===== config.mk =====
export PLATFORM = sky130hd
export DESIGN_NAME = id_ex_pipe
export DESIGN_NICKNAME = d
export VERILOG_FILES = /design/src/rtl/cpu_defs.sv /design/src/rtl/hazard_fwd_unit.sv /design/src/rtl/id_ex_pipe.sv
export SDC_FILE = /design/constraint.sdc
export NUM_CORES = 1
export LEC_CHECK = 0
export BUFFER_PORTS_ARGS = -buffer_cell sky130_fd_sc_hd__clkbuf_2
export CORE_ASPECT_RATIO = 1.25
export CORE_MARGIN = 10
export CORE_UTILIZATION = 42
export DETAILED_ROUTE_END_ITERATION = 7
export PLACE_DENSITY = 0.86
export RECOVER_POWER = 100
export REMOVE_ABC_BUFFERS = 1
export SETUP_SLACK_MARGIN = 0.4
export SLEW_MARGIN = 20
export SYNTH_ARGS = -nofsm -noshare
export SYNTH_HDL_FRONTEND = slang
export SYNTH_HIERARCHICAL = 1
export SYNTH_SLANG_ARGS = --single-unit

===== constraint.sdc =====
create_clock -name clk -period 2.1 [get_ports clk]
set_input_delay 0.42 -clock clk [delete_from_list [all_inputs] [get_ports clk]]
set_output_delay 0.42 -clock clk [all_outputs]
set_load 0.005 [all_outputs]

===== src/rtl/cpu_defs.sv =====
// Shared CPU definitions: opcodes, widths, the ID/EX register layout and the
// register-match helper used by the hazard and forwarding logic.
package cpu_defs;

   localparam int REG_W  = 3;
   localparam int DATA_W = 16;
   localparam int OP_W   = 4;

   typedef enum logic [OP_W-1:0] {
      OP_ADD = 4'h0,
      OP_SUB = 4'h1,
      OP_AND = 4'h2,
      OP_OR  = 4'h3,
      OP_XOR = 4'h4,
      OP_SLT = 4'h5,
      OP_SLL = 4'h6,
      OP_SRL = 4'h7,
      OP_LW  = 4'h8,
      OP_SW  = 4'h9
   } alu_op_e;

   // Raw source indices and values are kept so forwarding can happen in EX.
   typedef struct packed {
      logic              valid;
      logic [OP_W-1:0]   op;
      logic [REG_W-1:0]  rs;
      logic [REG_W-1:0]  rt;
      logic [REG_W-1:0]  rd;
      logic [DATA_W-1:0] rs_val;
      logic [DATA_W-1:0] rt_val;
      logic [DATA_W-1:0] imm;
      logic              use_imm;
      logic              is_load;
      logic              wr_en;
   } ex_reg_t;

   // Register 0 is hard-wired, so a write to it never matches a reader.
   function automatic logic reg_match(input logic             wr_en,
                                      input logic [REG_W-1:0] rd,
                                      input logic [REG_W-1:0] src);
      return wr_en && (rd == src) && (rd != '0);
   endfunction

endpackage


===== src/rtl/hazard_fwd_unit.sv =====
// Combinational hazard detection and EX operand selection for id_ex_pipe.
// FORWARD_EN selects bypassing with load-use stalls; otherwise stall on any RAW.
module hazard_fwd_unit
   import cpu_defs::*;
(
   input  logic              rst,
   input  logic              flush,
   input  logic              id_valid,
   input  logic [REG_W-1:0]  id_rs,
   input  logic [REG_W-1:0]  id_rt,
   input  logic              id_use_imm,
   input  logic              ex_valid,
   input  logic              ex_wr_en,
   input  logic              ex_is_load,
   input  logic [REG_W-1:0]  ex_rd,
   input  logic [REG_W-1:0]  ex_rs,
   input  logic [REG_W-1:0]  ex_rt,
   input  logic [DATA_W-1:0] ex_rs_val,
   input  logic [DATA_W-1:0] ex_rt_val,
   input  logic [DATA_W-1:0] ex_imm,
   input  logic              ex_use_imm,
   input  logic              exmem_wr_en,
   input  logic [REG_W-1:0]  exmem_rd,
   input  logic [DATA_W-1:0] exmem_result,
   input  logic              memwb_wr_en,
   input  logic [REG_W-1:0]  memwb_rd,
   input  logic [DATA_W-1:0] memwb_result,
   output logic              stall,
   output logic [DATA_W-1:0] ex_a,
   output logic [DATA_W-1:0] ex_b
);

   logic hazard;
   logic rt_read;

   assign rt_read = ~id_use_imm;

`ifdef FORWARD_EN
   logic [DATA_W-1:0] rt_fwd;

   // Only a load still in EX cannot be bypassed; everything else forwards.
   always_comb begin
      hazard = id_valid && ex_valid && ex_is_load &&
               (reg_match(ex_wr_en, ex_rd, id_rs) ||
                (rt_read && reg_match(ex_wr_en, ex_rd, id_rt)));
   end

   // MEM is the younger writer, so it beats WB when both target the same register.
   always_comb begin
      ex_a = ex_rs_val;
      if (reg_match(exmem_wr_en, exmem_rd, ex_rs)) begin
         ex_a = exmem_result;
      end else if (reg_match(memwb_wr_en, memwb_rd, ex_rs)) begin
         ex_a = memwb_result;
      end

      rt_fwd = ex_rt_val;
      if (reg_match(exmem_wr_en, exmem_rd, ex_rt)) begin
         rt_fwd = exmem_result;
      end else if (reg_match(memwb_wr_en, memwb_rd, ex_rt)) begin
         rt_fwd = memwb_result;
      end

      ex_b = ex_use_imm ? ex_imm : rt_fwd;
   end
`else
   logic ex_active;
   logic unused_fwd_inputs;

   assign ex_active = ex_valid && ex_wr_en;

   // Without bypassing the reader waits until its producer has retired from WB.
   always_comb begin
      hazard = id_valid &&
               (reg_match(ex_active, ex_rd, id_rs)        ||
                reg_match(exmem_wr_en, exmem_rd, id_rs)   ||
                reg_match(memwb_wr_en, memwb_rd, id_rs)   ||
                (rt_read &&
                 (reg_match(ex_active, ex_rd, id_rt)      ||
                  reg_match(exmem_wr_en, exmem_rd, id_rt) ||
                  reg_match(memwb_wr_en, memwb_rd, id_rt))));
   end

   always_comb begin
      ex_a = ex_rs_val;
      ex_b = ex_use_imm ? ex_imm : ex_rt_val;
   end

   assign unused_fwd_inputs = ^{ex_is_load, ex_rs, ex_rt, exmem_result, memwb_result};
`endif

   assign stall = hazard && !flush && !rst;

endmodule


===== src/rtl/id_ex_pipe.sv =====
// ID/EX pipeline register with bubble insertion; operand forwarding and stall
// generation come from hazard_fwd_unit. Optional macro: FORWARD_EN.
module id_ex_pipe
   import cpu_defs::*;
(
   input  logic              clk,
   input  logic              rst,
   input  logic              id_valid,
   input  logic [3:0]        id_op,
   input  logic [2:0]        id_rs,
   input  logic [2:0]        id_rt,
   input  logic [2:0]        id_rd,
   input  logic [15:0]       id_rs_val,
   input  logic [15:0]       id_rt_val,
   input  logic [15:0]       id_imm,
   input  logic              id_use_imm,
   input  logic              id_is_load,
   input  logic              id_wr_en,
   input  logic              flush,
   input  logic              exmem_wr_en,
   input  logic [2:0]        exmem_rd,
   input  logic [15:0]       exmem_result,
   input  logic              memwb_wr_en,
   input  logic [2:0]        memwb_rd,
   input  logic [15:0]       memwb_result,
   output logic              stall,
   output logic              ex_valid,
   output logic [3:0]        ex_op,
   output logic [15:0]       ex_a,
   output logic [15:0]       ex_b,
   output logic [2:0]        ex_rd,
   output logic              ex_wr_en,
   output logic              ex_is_load
);

   ex_reg_t ex_q;
   ex_reg_t ex_d;
   logic    bubble;

   assign bubble = flush || stall || !id_valid;

   // Data fields always follow decode; a bubble only has to clear the control bits.
   always_comb begin
      ex_d.valid   = id_valid;
      ex_d.op      = id_op;
      ex_d.rs      = id_rs;
      ex_d.rt      = id_rt;
      ex_d.rd      = id_rd;
      ex_d.rs_val  = id_rs_val;
      ex_d.rt_val  = id_rt_val;
      ex_d.imm     = id_imm;
      ex_d.use_imm = id_use_imm;
      ex_d.is_load = id_is_load;
      ex_d.wr_en   = id_wr_en;
      if (bubble) begin
         ex_d.valid   = 1'b0;
         ex_d.is_load = 1'b0;
         ex_d.wr_en   = 1'b0;
      end
   end

   always_ff @(posedge clk) begin
      if (rst) begin
         ex_q <= '0;
      end else begin
         ex_q <= ex_d;
      end
   end

   hazard_fwd_unit u_hazard_fwd (
      .rst          (rst),
      .flush        (flush),
      .id_valid     (id_valid),
      .id_rs        (id_rs),
      .id_rt        (id_rt),
      .id_use_imm   (id_use_imm),
      .ex_valid     (ex_q.valid),
      .ex_wr_en     (ex_q.wr_en),
      .ex_is_load   (ex_q.is_load),
      .ex_rd        (ex_q.rd),
      .ex_rs        (ex_q.rs),
      .ex_rt        (ex_q.rt),
      .ex_rs_val    (ex_q.rs_val),
      .ex_rt_val    (ex_q.rt_val),
      .ex_imm       (ex_q.imm),
      .ex_use_imm   (ex_q.use_imm),
      .exmem_wr_en  (exmem_wr_en),
      .exmem_rd     (exmem_rd),
      .exmem_result (exmem_result),
      .memwb_wr_en  (memwb_wr_en),
      .memwb_rd     (memwb_rd),
      .memwb_result (memwb_result),
      .stall        (stall),
      .ex_a         (ex_a),
      .ex_b         (ex_b)
   );

   assign ex_valid   = ex_q.valid;
   assign ex_op      = ex_q.op;
   assign ex_rd      = ex_q.rd;
   assign ex_wr_en   = ex_q.wr_en;
   assign ex_is_load = ex_q.is_load;

endmodule


==> results by group <==
Pwr
  • PwrDens: 805.1 mW/mm^2
  • Leakage: 1.397 nW
  • Worst VDD drop: 0.0005623 V
  • Tot Pwr: 0.002463 W

STA
  • Clock skew: 0.001043 ns
  • RSZ-0062 raised after global routing: true
  • Setup ws final: -0.01933 ns
  • Period Utilization, post-route: 1.009
  • Final slew viol count: 0
  • Slew margin rel.: 0.2798
  • F_max: 0.4718 GHz
  • Fin. Hold Viols: 0
  • Min Tclk post-route: 2.119 ns
  • Worst-Margin Slew: 1.080 ns
  • Final setup viols: 1
  • Hold WS: 0.2959 ns

Clock network
  • CTS sink cnt: 59
  • Clock tree buffer depth: 2
  • Root Buffer: clkbuf_8
  • Worst skew pair latency: 0.32 ns
  • Total CTS buffers: 9
  • TritonCTS clock tree: yes
  • Clock slew at reported path FFs: 0.07 ns
  • CTS H-Tree Depth: 3
  • Hold Buf Count CTS: 0

Final layout
  • N_diodes: 0
  • P&R area growth vs syn: 34.86%
  • Most common cell after layout, fill and taps aside: clkbuf_2
  • Fill count: 467
  • Commonest cells after routing, fill and taps aside: clkbuf_2 (81), dfxtp_1 (57), nor2b_1 (56), clkbuf_1 (25), buf_6 (16)
  • Final Net Count: 417
  • Layout cells sized above 1: 0.4249

Drt
  • Via count: 1,701
  • Antenna-violating nets left: 0
  • Initial DRC count: 33
  • DRT Pass-1 Iters: 4
  • Routed WL: 5878 microns
  • Vias/cell: 4.536
  • Drt wl/cell: 15.67 microns
  • Drt drc: 0

Global route
  • Initial antenna violation count: 0
  • First-pass GRT wire length: 8956 microns
  • Vias in the first global route: 1,881
  • Maximum number of pins on one net before global-route repair: 58
  • Gr ovfl total: 0
  • Total GRT Usage: 0.1319

Floorplanning
  • Die area: 0.008759 sq mm
  • FP Rows: 29
  • Core area: 0.005152 sq mm
  • Die H: 102.2 microns
  • Starting Density: 0.4403
  • Die W: 85.73 microns
  • # IOs: 151

Run
  • Max-cap violation count: 0

Setup path
  • Kind of critical path: reg2out
  • Worst-path maximum fanout: 4
  • Slowest-stage cell, CP: dfxtp_4
  • CP Data Arrival Time: 1.70 ns
  • Max stage delay on crit path: 0.36 ns
  • Crit path from: ex_rd[2]$_SDFF_PP0_
  • Crit path cell chain: nor3b_2 > a21oi_1 > o31a_1 > o32ai_2 > o211a_1 > buf_2
  • Crit. End Element: output port
  • Setup crit start kind: register
  • RR Startpoint: ex_rd[2]$_SDFF_PP0_
  • WP data required: 1.68 ns

Place
  • Dpl ws: -0.04946 ns
  • Buffers added on ports: 118
  • Gp weighted congestion: 0.8001
  • DP Wirelength: 4500 microns

Run status
  • Failing checks: setup timing
  • Outcome: finished, violations left

Yosys
  • Syn Inst Count: 205
  • Cell Area, Synth: 0.002268 sq mm
  • Syn_area_per_cell: 11.07 sq um
  • Synthesis Warnings: 6

Min path
  • Hold path start: id_rs_val[13]
  • Hold crit path type: in2reg
==> where the power goes <==
part	internal [W]	leakage, nW	switching, W
sequential	0.00118	0.492	0.0000181
clock	0.000537	0.0881	0.000420
combinational	0.000185	0.817	0.000125
==> flip-flops by register name (all words and copies together), names as in the netlist <==
name        cells
ex_q           49
ex_valid        1
ex_rd           3
ex_wr_en        1
ex_op           4
ex_is_load      1
==> stage by stage <==
stage	setup TNS, ns	utilization	instance area [sq um]	instances
after detailed placement	-0.04946	0.5338	2750	356
after global routing	-0.1581	0.5937	3059	375
after global placement	-0.03434	0.5338	2750	356
after floorplan	0	-	2024	170
after CTS	-0.05426	0.5981	3082	374
final	-0.01933	0.5937	3059	375
==> critical path, delay by kind of cell, from the launching register on <==
kind,cells,cell delay [ns]
buf+inv,1,0.12
compound gates,4,0.71
simple gates,1,0.19
flops,1,0.36
==> repair_timing <==
item	in CTS	in global routing
resized for setup	27	22
setup endpoints to repair	19	20
pin swaps	5	6
buffers inserted	2	1
cloned	1	0
endpoints found under the hold margin	0	0
==> worst paths after layout <==
check	endpoint	slack, ns	depth (start not counted)
setup / recovery	stall	-0.02	6
setup reg to reg	ex_wr_en$_SDFF_PP0_	0.12	10
hold reg to reg	ex_valid$_SDFF_PP0_	1.12	6
hold / removal	ex_q[48]$_SDFF_PP0_	0.30	2
==> metal layers <==
layer / routed length, microns / GRT usage / vias to the layer above / share of wire
met5: 0 / 0 / - / 0
met4: 146 / 0.07487 / 0 / 0.025
met3: 469 / 0.05892 / 16 / 0.080
met2: 3221 / 0.2321 / 74 / 0.55
met1: 2040 / 0.1254 / 769 / 0.35
li1: - / - / 842 / -
==> area by class of cell <==
class                   instances  area (sq um)  area share
flip-flops and latches         59          1186      0.3877
well taps                      62         77.57     0.02536
multi-input cells             111         887.1      0.2900
repair buffers                128         725.7      0.2372
clock buffers                  10         127.6     0.04172
clock inverters                 5         55.05     0.01800
Power figures use the tool's default switching activity.
